### src/rtl/pdm_pkg.sv
// Shared constants and helpers for the PDM modulator/demodulator family.
// Used by pdm, pdm_demod and saw so that widths and full scale agree.
package pdm_pkg;

  // Default sample width shared by modulator and demodulator
  localparam int PDM_NBITS_DEFAULT = 10;

  // CIC internal register width: enough bits for the gain R**ORDER plus one
  function automatic int cic_width(input int order, input int log2_dec);
    return order * log2_dec + 1;
  endfunction

  // Full-scale sample value for an nbits-wide unsigned sample
  function automatic int PDM_MAX(input int nbits);
    return (1 << nbits) - 1;
  endfunction

endpackage

### src/rtl/pdm_cic_comb.sv
// One registered CIC comb stage: y = x - x_delayed, evaluated only on adv.
// y_valid is adv delayed by one clock so stages can be chained.
module pdm_cic_comb #(
  parameter int W = 13
) (
  input  logic         clk,
  input  logic         rst,
  input  logic         adv,
  input  logic [W-1:0] x,
  output logic [W-1:0] y,
  output logic         y_valid
);

  logic [W-1:0] dly;

  // Differentiate against the previous decimated sample; wraparound is intended
  always_ff @(posedge clk or posedge rst) begin
    if (rst) begin
      dly     <= '0;
      y       <= '0;
      y_valid <= 1'b0;
    end else begin
      y_valid <= adv;
      if (adv) begin
        dly <= x;
        y   <= x - dly;
      end
    end
  end

endmodule

### src/rtl/pdm_demod.sv
// PDM demodulator: ORDER-stage CIC decimator by R = 2**LOG2_DEC, scaled to an
// NBITS unsigned sample. Optional input synchronizers under PDM_DEMOD_SYNC_EN
// (adds 2 clk of latency to everything, measured from the ports).
module pdm_demod
  import pdm_pkg::*;
#(
  parameter int NBITS    = PDM_NBITS_DEFAULT,
  parameter int LOG2_DEC = 6,
  parameter int ORDER    = 2
) (
  input  logic             clk,
  input  logic             rst,
  input  logic             pdm_in,
  input  logic             pdm_valid,
  output logic [NBITS-1:0] sample_out,
  output logic             sample_valid
);

  localparam int W   = cic_width(ORDER, LOG2_DEC);
  localparam int SW  = $clog2(ORDER + 1);
  localparam int SHR = (W - 1 >= NBITS) ? (W - 1 - NBITS) : 0;
  localparam int SHL = (W - 1 >= NBITS) ? 0 : (NBITS - (W - 1));
  localparam logic [SW-1:0]    SETTLE_DONE = SW'(ORDER);
  localparam logic [NBITS-1:0] FULL_SCALE  = NBITS'(PDM_MAX(NBITS));

  logic bit_in;
  logic bit_vld;

`ifdef PDM_DEMOD_SYNC_EN
  logic [1:0] in_sync;
  logic [1:0] vld_sync;

  // Two-flop synchronizers for asynchronous external pins
  always_ff @(posedge clk or posedge rst) begin
    if (rst) begin
      in_sync  <= '0;
      vld_sync <= '0;
    end else begin
      in_sync  <= {in_sync[0], pdm_in};
      vld_sync <= {vld_sync[0], pdm_valid};
    end
  end

  assign bit_in  = in_sync[1];
  assign bit_vld = vld_sync[1];
`else
  assign bit_in  = pdm_in;
  assign bit_vld = pdm_valid;
`endif

  logic [LOG2_DEC-1:0]     dec_cnt;
  logic [ORDER-1:0][W-1:0] integ;
  logic                    dec_evt;
  logic                    dec_q;
  logic [W-1:0]            cap;
  logic                    cap_v;

  // The last accepted bit of each frame is the one that wraps dec_cnt
  assign dec_evt = bit_vld && (dec_cnt == '1);

  // Integrator cascade and frame counter, advancing only on accepted bits
  always_ff @(posedge clk or posedge rst) begin
    if (rst) begin
      dec_cnt <= '0;
      integ   <= '0;
    end else if (bit_vld) begin
      dec_cnt  <= dec_cnt + LOG2_DEC'(1);
      integ[0] <= integ[0] + {{(W-1){1'b0}}, bit_in};
      for (int k = 1; k < ORDER; k++) begin
        integ[k] <= integ[k] + integ[k-1];
      end
    end
  end

  // Capture the last integrator one clock after the decimation event, so the
  // captured value already includes the frame's final bit
  always_ff @(posedge clk or posedge rst) begin
    if (rst) begin
      dec_q <= 1'b0;
      cap   <= '0;
      cap_v <= 1'b0;
    end else begin
      dec_q <= dec_evt;
      cap_v <= dec_q;
      if (dec_q) begin
        cap <= integ[ORDER-1];
      end
    end
  end

  logic [W-1:0] comb_x [ORDER+1];
  logic         comb_v [ORDER+1];

  assign comb_x[0] = cap;
  assign comb_v[0] = cap_v;

  for (genvar k = 0; k < ORDER; k++) begin : g_comb
    pdm_cic_comb #(
      .W(W)
    ) u_comb (
      .clk    (clk),
      .rst    (rst),
      .adv    (comb_v[k]),
      .x      (comb_x[k]),
      .y      (comb_x[k+1]),
      .y_valid(comb_v[k+1])
    );
  end

  logic [W-1:0]       comb_out;
  logic [W+NBITS-1:0] scale_wide;
  logic [NBITS-1:0]   scaled;

  assign comb_out = comb_x[ORDER];

  // Map comb output (0..R**ORDER) onto 0..2**NBITS-1; only exact full scale
  // sets the top bit, and that case saturates
  always_comb begin
    scale_wide = {{(NBITS+1){1'b0}}, comb_out[W-2:0]};
    scale_wide = (scale_wide << SHL) >> SHR;
    if (comb_out[W-1]) begin
      scaled = FULL_SCALE;
    end else begin
      scaled = scale_wide[NBITS-1:0];
    end
  end

  logic [SW-1:0] settle_cnt;

  // Output register; the first ORDER comb results carry start-up transients
  // and are swallowed while the settle counter fills
  always_ff @(posedge clk or posedge rst) begin
    if (rst) begin
      settle_cnt   <= '0;
      sample_out   <= '0;
      sample_valid <= 1'b0;
    end else begin
      sample_valid <= 1'b0;
      if (comb_v[ORDER]) begin
        if (settle_cnt == SETTLE_DONE) begin
          sample_out   <= scaled;
          sample_valid <= 1'b1;
        end else begin
          settle_cnt <= settle_cnt + SW'(1);
        end
      end
    end
  end

endmodule

### config.mk
export PLATFORM = sky130hd
export DESIGN_NAME = pdm_demod
export DESIGN_NICKNAME = d
export VERILOG_FILES = /design/src/rtl/pdm_pkg.sv /design/src/rtl/pdm_cic_comb.sv /design/src/rtl/pdm_demod.sv
export SDC_FILE = /design/constraint.sdc
export NUM_CORES = 1
export LEC_CHECK = 0
export CAP_MARGIN = 20
export CORE_MARGIN = 5
export CORE_UTILIZATION = 40
export DETAILED_ROUTE_END_ITERATION = 12
export SETUP_SLACK_MARGIN = 0.4
export SLEW_MARGIN = 30
export SYNTH_ARGS = -nofsm -noshare
export SYNTH_HDL_FRONTEND = slang
export SYNTH_HIERARCHICAL = 1
export SYNTH_SLANG_ARGS = --single-unit
export TNS_END_PERCENT = 100
### constraint.sdc
create_clock -name clk -period 2.6 [get_ports clk]
set_input_delay 0.65 -clock clk [delete_from_list [all_inputs] [get_ports clk]]
set_output_delay 0.65 -clock clk [all_outputs]
set_load 0.005 [all_outputs]
==> results by group <==
Outcome
  – Status: finished clean

Critical path
  – Startpoint Class: flop
  – CP Buf/Inv Count: 0
  – Crit path max-delay cell type: or4_1
  – Kind of critical path: reg -> reg
  – Worst EP required: 2.83 ns
  – Worst Path Arrival: 2.42 ns
  – Largest delay share family, worst path: simple AND/OR/NAND/NOR gates
  – Crit. End Element: flop
  – Maximum fanout along the worst path: 4
  – Crit path largest cell delay: 0.50 ns
  – CP Cell Sequence: ha_1 -> or2b_1 -> a21o_1 -> a211oi_4 -> mux2i_1 -> or4_1

Clock network
  – CTS tree: done
  – Worst-Skew Late Latency: 0.35 ns
  – Cts hold-fix bufs: 0
  – Clock transition at the registers of the reported paths: 0.07 ns
  – Root Buffer: clkbuf_16
  – Max clock buf depth: 2
  – CTS buffer count: 9
  – Num Clock Sinks: 112
  – H-tree depth: 3

Routing
  – Iteration-0 DRC Markers: 157
  – Vias/cell: 5.19
  – Via count: 4207
  – Drt wl/cell: 12.9 um
  – Drt drc: 0
  – Final wirelength: 10500 um
  – Detailed-router iteration count before antenna repair: 5
  – Antenna-violating nets left: 0

Floorplanning
  – Die W: 133 um
  – Die area: 17700 sq um
  – Initial core utilization: 40.3%
  – I/O pin count: 15
  – Core ar.: 15000 sq um
  – Die height: 133 um
  – FP Rows: 45

STA
  – Final worst-path cycle share: 84.4%
  – Hold slack: 0.471 ns
  – Final setup TNS: 0 ns
  – Fin. Hold Viols: 0
  – Max Freq: 456 MHz
  – Max-slew violations: 0
  – RSZ-0062 raised after global routing: yes
  – Layout Skew: 0.00767 ns
  – Final min period: 2.19 ns
  – Final number of setup-violating endpoints: 0
  – Worst Max-Slew Pin Slew: 0.618 ns
  – Slew headroom: 58.8%

Power
  – Power Density: 766 nW/um^2
  – Pleak: 3.24 nW
  – Peak VDD IR: 0.000604 V

Final layout
  – Fin cells: 811
  – Antenna Cells: 0
  – Final-stage net count: 665
  – Fill cells: 1381
  – Area delta synth->final: 13.9%
  – Most common cell after layout, fill and taps aside: dfrtp_1
  – Layout cells sized above 1: 14.8%
  – Most frequent cells in the layout: dfrtp_1, nand2_1, a21oi_1

Global routing
  – Grt ovf: 0
  – Largest net degree at the start of global routing: 61
  – Antenna violations before repair: 0
  – Vias in the first global route: 4272
  – First-pass GRT wire length: 18900 um
  – Overall Global Routing Usage: 12.8%

Placement
  – Number of I/O port buffers: 14
  – Cell total after placement: 786
  – Final HPWL DP: 7570 um
  – RePlAce Congestion: 0.852

Synth
  – Warnings, synthesis: 6
  – Post-synthesis net count: 644
  – Syn Std Cell Area: 6060 sq um
  – Cells after Synth: 597
  – Mapped Avg Cell Area: 10.2 sq um

Hold path
  – Worst min path class: reg -> reg

Job
  – Max cap viols: 0
[power breakdown]
part           switching, mW  total (mW)  internal, mW
registers              0.182        2.13          1.94
clock network          0.623        1.66          1.04
logic                  0.738        1.49         0.754
total                   1.54        5.28          3.74
[final cells by class]
cell class / instances / area [sq um] / area share, %
clock buffer: 9 / 225 / 3.26
timing repair buffer: 29 / 278 / 4.02
sequential: 112 / 2800 / 40.6
inverter: 42 / 158 / 2.28
multi-input combinational: 424 / 3060 / 44.3
tap: 188 / 235 / 3.41
clock inverter: 7 / 143 / 2.07
[state kept, by name (all words and copies together), names as in the netlist]
signal                 count
g_comb.u_comb/dly         26
integ                     26
g_comb.u_comb/y           24
cap                       13
sample_out                10
dec_cnt                    6
g_comb.u_comb/y_valid      2
settle_cnt                 2
cap_v                      1
dec_q                      1
sample_valid               1
[through the flow]
step                      area [sq um]  util [%]  worst slack (ns)  total power, mW
after floorplan                   6060         -             0.441             3.24
after global placement            6390      42.5             0.282             3.45
after detailed placement          6390      42.5             0.251             3.51
after CTS                         6790      45.2             0.401             5.22
after global routing              6900      45.9             0.314             5.62
final                             6900      45.9             0.406             5.28
[final timing paths]
check	cells after the start	slack (ns)	startpoint	end
min reg2reg	1	0.47	dec_cnt[5]	dec_cnt[5]
min	1	0.47	dec_cnt[5]	dec_cnt[5]
max in group asynchronous	3	1.57	rst	integ[1]
max	6	0.41	cap[1]	g_comb[0].u_comb/y[9]
max reg2reg	6	0.41	cap[1]	g_comb[0].u_comb/y[9]
min in group asynchronous	3	0.72	rst	g_comb[1].u_comb/dly[10]
[repair_timing]
action / in CTS / in global routing
buffers inserted: 1 / 8
resized for setup: 4 / 11
setup endpoints to repair: 5 / 11
endpoints found under the hold margin: 0 / 0
pin swaps: 1 / 5
[routing by layer]
| layer | vias to the layer above | global-route usage, % | wire (um) |
|---|---|---|---|
| met5 | - | 0 | 0 |
| met4 | 0 | 3.70 | 155 |
| met3 | 13 | 4.14 | 306 |
| met2 | 40 | 22.1 | 5140 |
| met1 | 2039 | 15.2 | 4890 |
| li1 | 2115 | - | - |
No activity file was read; power rests on OpenSTA's default activity.
